File: src/rtl/ghost_pkg.sv
// Shared types and helpers for the ghost motion controller.
// Tunnel wrap is selected by the GHOST_WRAP_TUNNEL_EN macro.
package ghost_pkg;

    typedef enum logic [1:0] {
        UP    = 2'd0,
        LEFT  = 2'd1,
        DOWN  = 2'd2,
        RIGHT = 2'd3
    } dir_t;

    typedef enum logic [1:0] {
        IDLE   = 2'd0,
        QUERY  = 2'd1,
        DECIDE = 2'd2,
        MOVE   = 2'd3
    } state_t;

    typedef struct packed {
        logic       oob;
        logic [5:0] tx;
        logic [5:0] ty;
    } tile_t;

    localparam int TILE_SHIFT = 3;

    function automatic dir_t reverse(input dir_t d);
        return dir_t'(d ^ 2'b10);
    endfunction

endpackage

File: src/rtl/ghost_dist_sq.sv
// Squared euclidean distance between two 6-bit tile coordinates.
// Combinational; result fits 13 bits unsigned.
module ghost_dist_sq (
    input  logic [5:0]  ax_i,
    input  logic [5:0]  ay_i,
    input  logic [5:0]  bx_i,
    input  logic [5:0]  by_i,
    output logic [12:0] d_o
);

    logic signed [6:0]  dx;
    logic signed [6:0]  dy;
    logic signed [12:0] ex;
    logic signed [12:0] ey;
    logic signed [12:0] px;
    logic signed [12:0] py;

    assign dx = $signed({1'b0, ax_i}) - $signed({1'b0, bx_i});
    assign dy = $signed({1'b0, ay_i}) - $signed({1'b0, by_i});
    assign ex = {{6{dx[6]}}, dx};
    assign ey = {{6{dy[6]}}, dy};
    assign px = ex * ex;
    assign py = ey * ey;
    assign d_o = $unsigned(px) + $unsigned(py);

endmodule

File: src/rtl/ghost_motion.sv
// Per-ghost position/direction controller with wall-map lookups.
// Define GHOST_WRAP_TUNNEL_EN to enable horizontal tunnel wrap.
module ghost_motion
    import ghost_pkg::*;
#(
    parameter logic [8:0] START_X   = 9'd104,
    parameter logic [8:0] START_Y   = 9'd112,
    parameter logic [1:0] START_DIR = 2'd1,
    parameter int         SPEED_DIV = 2,
    parameter int         X_MAX     = 224,
    parameter int         Y_MAX     = 288
) (
    input  logic       clk,
    input  logic       rst,
    input  logic       en,
    input  logic       frame_tick,
    input  logic [8:0] target_x,
    input  logic [8:0] target_y,
    output logic       wall_req,
    output logic [5:0] wall_tx,
    output logic [5:0] wall_ty,
    input  logic       wall_ack,
    input  logic       wall_is_wall,
    output logic [8:0] ghost_x,
    output logic [8:0] ghost_y,
    output logic [1:0] ghost_dir,
    output logic       busy
);

    localparam logic [5:0] XT       = 6'(X_MAX >> TILE_SHIFT);
    localparam logic [5:0] YT       = 6'(Y_MAX >> TILE_SHIFT);
    localparam logic [8:0] X_LAST   = 9'(X_MAX - 1);
    localparam logic [3:0] DIV_LAST = 4'(SPEED_DIV - 1);

    state_t            state_q, state_d;
    logic [8:0]        x_q, x_d;
    logic [8:0]        y_q, y_d;
    dir_t              dir_q, dir_d;
    logic [3:0]        div_q, div_d;
    dir_t              cand_q, cand_d;
    logic              req_q, req_d;
    logic [5:0]        tx_q, tx_d;
    logic [5:0]        ty_q, ty_d;
    logic [3:0]        wall_q, wall_d;
    logic [3:0][12:0]  dist_q, dist_d;

    logic [5:0]  tile_x;
    logic [5:0]  tile_y;
    logic        aligned;
    dir_t        nc;
    tile_t       cur;
    tile_t       nxt;
    logic [12:0] cur_dist;
    dir_t        rev;
    logic        found;
    logic [12:0] best;
    dir_t        choice;
    logic        unused_lsb;

    function automatic tile_t nbr(input dir_t c, input logic [5:0] tx,
                                  input logic [5:0] ty);
        tile_t n;
        n.oob = 1'b0;
        n.tx  = tx;
        n.ty  = ty;
        case (c)
            UP: begin
                n.oob = (ty == 6'd0);
                n.ty  = ty - 6'd1;
            end
            DOWN: begin
                n.oob = (ty >= YT - 6'd1);
                n.ty  = ty + 6'd1;
            end
`ifdef GHOST_WRAP_TUNNEL_EN
            LEFT:  n.tx = (tx == 6'd0) ? XT - 6'd1 : tx - 6'd1;
            RIGHT: n.tx = (tx >= XT - 6'd1) ? 6'd0 : tx + 6'd1;
`else
            LEFT: begin
                n.oob = (tx == 6'd0);
                n.tx  = tx - 6'd1;
            end
            RIGHT: begin
                n.oob = (tx >= XT - 6'd1);
                n.tx  = tx + 6'd1;
            end
`endif
            default: n.oob = 1'b1;
        endcase
        return n;
    endfunction

    assign tile_x  = x_q[8:TILE_SHIFT];
    assign tile_y  = y_q[8:TILE_SHIFT];
    assign aligned = (x_q[2:0] == 3'd0) && (y_q[2:0] == 3'd0);
    assign nc      = (state_q == QUERY) ? dir_t'(cand_q + 2'd1) : UP;
    assign cur     = nbr(cand_q, tile_x, tile_y);
    assign nxt     = nbr(nc, tile_x, tile_y);
    assign unused_lsb = ^{target_x[2:0], target_y[2:0]};

    // One distance unit, pointed at whichever candidate is being resolved.
    ghost_dist_sq u_dist (
        .ax_i (cur.tx),
        .ay_i (cur.ty),
        .bx_i (target_x[8:TILE_SHIFT]),
        .by_i (target_y[8:TILE_SHIFT]),
        .d_o  (cur_dist)
    );

    always_ff @(posedge clk) begin
        if (rst) begin
            state_q <= IDLE;
            x_q     <= START_X;
            y_q     <= START_Y;
            dir_q   <= dir_t'(START_DIR);
            div_q   <= '0;
            cand_q  <= UP;
            req_q   <= 1'b0;
            tx_q    <= '0;
            ty_q    <= '0;
            wall_q  <= '0;
            dist_q  <= '0;
        end else begin
            state_q <= state_d;
            x_q     <= x_d;
            y_q     <= y_d;
            dir_q   <= dir_d;
            div_q   <= div_d;
            cand_q  <= cand_d;
            req_q   <= req_d;
            tx_q    <= tx_d;
            ty_q    <= ty_d;
            wall_q  <= wall_d;
            dist_q  <= dist_d;
        end
    end

    always_comb begin
        state_d = state_q;
        x_d     = x_q;
        y_d     = y_q;
        dir_d   = dir_q;
        div_d   = div_q;
        cand_d  = cand_q;
        req_d   = req_q;
        tx_d    = tx_q;
        ty_d    = ty_q;
        wall_d  = wall_q;
        dist_d  = dist_q;
        rev     = reverse(dir_q);
        found   = 1'b0;
        best    = '0;
        choice  = dir_q;
        unique case (state_q)
            IDLE: begin
                if (en && frame_tick) begin
                    if (div_q == DIV_LAST) begin
                        div_d = '0;
                        if (aligned) begin
                            state_d = QUERY;
                            cand_d  = UP;
                            req_d   = !nxt.oob;
                            if (!nxt.oob) begin
                                tx_d = nxt.tx;
                                ty_d = nxt.ty;
                            end
                        end else begin
                            state_d = MOVE;
                        end
                    end else begin
                        div_d = div_q + 4'd1;
                    end
                end
            end
            QUERY: begin
                // Off-map candidates resolve as walls without a lookup.
                if (cur.oob || wall_ack) begin
                    wall_d[cand_q] = cur.oob || wall_is_wall;
                    dist_d[cand_q] = cur_dist;
                    if (cand_q == RIGHT) begin
                        state_d = DECIDE;
                        req_d   = 1'b0;
                    end else begin
                        cand_d = nc;
                        req_d  = !nxt.oob;
                        if (!nxt.oob) begin
                            tx_d = nxt.tx;
                            ty_d = nxt.ty;
                        end
                    end
                end
            end
            DECIDE: begin
                for (int c = 0; c < 4; c++) begin
                    if (!wall_q[c] && (c[1:0] != rev) &&
                        (!found || dist_q[c] < best)) begin
                        found  = 1'b1;
                        best   = dist_q[c];
                        choice = dir_t'(c[1:0]);
                    end
                end
                if (!found && !wall_q[rev]) begin
                    found  = 1'b1;
                    choice = rev;
                end
                if (found) begin
                    dir_d   = choice;
                    state_d = MOVE;
                end else begin
                    state_d = IDLE;
                end
            end
            MOVE: begin
                state_d = IDLE;
                case (dir_q)
                    UP:   y_d = y_q - 9'd1;
                    DOWN: y_d = y_q + 9'd1;
`ifdef GHOST_WRAP_TUNNEL_EN
                    LEFT:  x_d = (x_q == 9'd0) ? X_LAST : x_q - 9'd1;
                    RIGHT: x_d = (x_q >= X_LAST) ? 9'd0 : x_q + 9'd1;
`else
                    LEFT:  x_d = x_q - 9'd1;
                    RIGHT: x_d = x_q + 9'd1;
`endif
                    default: x_d = x_q;
                endcase
            end
            default: state_d = IDLE;
        endcase
    end

    assign wall_req  = req_q;
    assign wall_tx   = tx_q;
    assign wall_ty   = ty_q;
    assign ghost_x   = x_q;
    assign ghost_y   = y_q;
    assign ghost_dir = dir_q;
    assign busy      = (state_q != IDLE);

endmodule

File: config.mk
export PLATFORM = sky130hd
export DESIGN_NAME = ghost_motion
export DESIGN_NICKNAME = d
export VERILOG_FILES = /design/src/rtl/ghost_pkg.sv /design/src/rtl/ghost_dist_sq.sv /design/src/rtl/ghost_motion.sv
export SDC_FILE = /design/constraint.sdc
export NUM_CORES = 1
export LEC_CHECK = 0
export ABC_AREA = 1
export BUFFER_PORTS_ARGS = -buffer_cell sky130_fd_sc_hd__buf_4
export CAP_MARGIN = 20
export CORE_MARGIN = 8
export CORE_UTILIZATION = 35
export CTS_CLUSTER_DIAMETER = 30
export DETAILED_ROUTE_END_ITERATION = 7
export GPL_TIMING_DRIVEN = 0
export SETUP_SLACK_MARGIN = 0.3
export SKIP_LAST_GASP = 1
export SYNTH_ARGS = -nofsm -noshare
export SYNTH_HDL_FRONTEND = slang
export SYNTH_HIERARCHICAL = 1
export SYNTH_SLANG_ARGS = --single-unit
File: constraint.sdc
create_clock -name clk -period 19.9 [get_ports clk]
set_input_delay 1.99 -clock clk [delete_from_list [all_inputs] [get_ports clk]]
set_output_delay 1.99 -clock clk [all_outputs]
set_load 0.02 [all_outputs]
==> impl_metrics.csv <==
group,metric,value,unit
run_status,status,"completed",
synth,synth_compound_area_frac,0.1633,
clock_network,clock_path_buffers,2,
place,gp_congestion,0.9317,
routing,drt_wl_total,25.39,mm
synth,synth_nets,1560,
clock_network,cts-root-buf,"clkbuf_16",
global_routing,antenna_found_initial,0,
critical_path,r2r_end,"dist_q[38]$_SDFFE_PP0P_",
synth,synth-seq-area-share,0.1977,
synth,synth_most_common_cell,"inv_1",
synth,netlist_instances,1349,
hold_path,hold_depth,2,
global_routing,grt_pass1_vias,8491,
synth,synth-adder-area-share,0.2970,
critical_path,worstPathArrival,8960,ps
timing,rsz0062_at_grt,"false",
clock_network,clk_latency,360,ps
synth,synth-simple-area-share,0.1889,
layout,antennaDiodeCount,0,
timing,tns,0,ps
routing,drtIter0Drc,532,
clock_network,cts_setup_buffers,0,
floorplan,start_util,0.3546,
timing,max_freq,0.1145,GHz
floorplan,die_h,183.5,µm
critical_path,cp.required,20130,ps
place,place_worst_setup_slack,10800,ps
global_routing,grt_pass1_wl,42.64,mm
layout,drive_above_1_share,0.07415,
synth,syn-mean-instance-area,7.283,µm²
synth,synth_area,9824,µm²
timing,worst_slew_pin_slew,1007,ps
timing,finalHoldViolations,0,
timing,slew-limit-headroom,0.3233,
timing,min_period,8733,ps
layout,area_growth,11.91,%
synth,synth_xor_area_frac,0.03299,
synth,synthMuxAreaShare,0.001019,
synth,synth_warnings,6,
job,maxCapViolCount,0,
floorplan,row_count,61,
place,post-place-cells,1778,
routing,first_pass_iters,6,
floorplan,chipWidth,183.5,µm
critical_path,cp_max_fo,8,
global_routing,grt_max_degree,17,
routing,viasPerCell,4.857,
synth,synthFlopType,"dfxtp_1",
timing,setup_viol,0,
routing,drc,0,
routing,wl_per_cell,14.15,µm
routing,vias,8713,
layout,stdcell_area,10990,µm²
clock_network,path_clk_slew,70,ps
place,dp_hpwl,21.10,mm
synth,ys_top_cells_by_count,"inv_1, nand2_1, nor2_1, o21ai_0, ha_1",
clock_network,postCtsHoldBufs,0,
synth,synth_top_family_by_area,"adder cells",
routing,drtAntennaViolNets,0,
clock_network,cts_resized,0,
floorplan,io_pins,58,
floorplan,coreArea,27710,µm²
layout,seq_area,1942,µm²
synth,synthArstFlopShare,0,
hold_path,hp-class,"reg2reg",
layout,fin_nets,1622,
floorplan,dieArea,33690,µm²
timing,period_share,0.4389,
place,port_buffers,51,
synth,synth_edf_count,0,
clock_network,cts_tree,"yes",
timing,fin_ws,11170,ps
layout,multi_input_area,6711,µm²
critical_path,start_kind,"primary input",
layout,finalNonFillerCells,1794,
global_routing,grt_overflow,0,
critical_path,rrSetupSlack,11510,ps
clock_network,cts.sinks,97,
place,dpl_cell_area,10680,µm²
critical_path,crit_type,"in2reg",
global_routing,grtUsageTotal,0.1553,
synth,yosysTopAreaCell,"dfxtp_1",
layout,fillCellCount,2964,
timing,slew_violations,0,
clock_network,cts_buffers,9,
critical_path,r2r.worst_path.cells,33,
critical_path,r2r_start,"cand_q[1]$_SDFFE_PP0P_",
synth,synth_top_area_frac,0.1977,
clock_network,htreeDepth,3,
synth,synth_area_leaders,"dfxtp_1, fa_1, ha_1",
hold_path,min-delay-start,"dist_q[5]$_SDFFE_PP0P_",
synth,synthDistinctLibCells,54,
hold_path,whs_endpoint,"dist_q[5]$_SDFFE_PP0P_",
timing,fin_skew,14.45,ps
synth,yosys_register_bits,97,
critical_path,end_kind,"flop",
-- registers in the layout, indices dropped and copies added, names as in the netlist --
register   cells
wall_q         4
div_q          4
wall_ty        6
ghost_dir      2
dist_q        52
cand_q         2
state_q        2
ghost_x        9
wall_req       1
wall_tx        6
ghost_y        9
-- how the worst max path moves through the flow --
stage | startpoint | to | slack [ps] | cells after the start
floorplan | target_x[3] | dist_q[38]$_SDFFE_PP0P_ | 11870 | 28
global placement | target_x[3] | dist_q[38]$_SDFFE_PP0P_ | 10840 | 30
detailed placement | target_x[3] | dist_q[38]$_SDFFE_PP0P_ | 10800 | 30
CTS | target_x[3] | dist_q[38]$_SDFFE_PP0P_ | 11150 | 30
global route | target_x[3] | dist_q[51]$_SDFFE_PP0P_ | 10640 | 30
finish | target_x[3] | dist_q[38]$_SDFFE_PP0P_ | 11170 | 28
-- cells in the final DEF, fill, tap and decap left out, drive strengths merged, types with 11 or more instances in the layout --
master  instances
buf            57
xor2           30
nand4          12
ha            110
nand2         223
nor3           11
nor2          130
fa             77
inv           268
o21ai         123
a31oi          12
a21oi         106
clkbuf         39
nand3          48
dfxtp          97
-- through the flow --
step	utilization	hold WS [ps]
global placement	0.3855	432.1
finish	0.3968	447.8
detailed placement	0.3855	442.3
CTS	0.3968	452.3
floorplan	-	423.0
global route	0.3968	472.5
-- worst max-delay path, stage by stage --
cell	delay, ps
buf_4	80
ha_1	130
inv_1	60
fa_1	410
xor2_1	710
nand2_1	320
fa_1	610
inv_1	80
fa_1	560
inv_1	100
fa_1	530
inv_1	40
fa_1	480
inv_1	60
fa_1	500
fa_1	550
inv_1	50
ha_1	350
inv_1	70
o21bai_1	60
a31oi_1	250
nand3_1	120
nand2_1	110
nand3_1	90
nand3_1	100
nand2_1	220
o21ai_0	240
a21oi_1	60
-- cell families (layout without fill, tap and decap cells) --
family          count (synthesis)  in the layout
fa+ha+maj                     187            187
simple gates                  435            435
mux                             1              1
buf+inv                       306            373
compound gates                286            286
flops                          97             97
xor+xnor                       37             37
-- cell type report --
cell class	count	area share
Inverter	272	0.09286
Buffer	34	0.01366
Timing Repair Buffer	51	0.03482
Multi-Input combinational cell	946	0.6104
Tap cell	378	0.04302
Clock inverter	5	0.005576
Clock buffer	11	0.02299
Sequential cell	97	0.1766
-- metal layers --
layer / GRT usage / vias up / wire [µm]
li1: - / 4455 / -
met1: 0.2146 / 4097 / 12520
met2: 0.2563 / 148 / 11560
met3: 0.02569 / 13 / 1164
met4: 0.02115 / 0 / 141
met5: 0 / - / 0
Power is left out: the tool's default activity adds up to more than one toggle a clock period on the data nets, which glitch-free logic cannot reach.
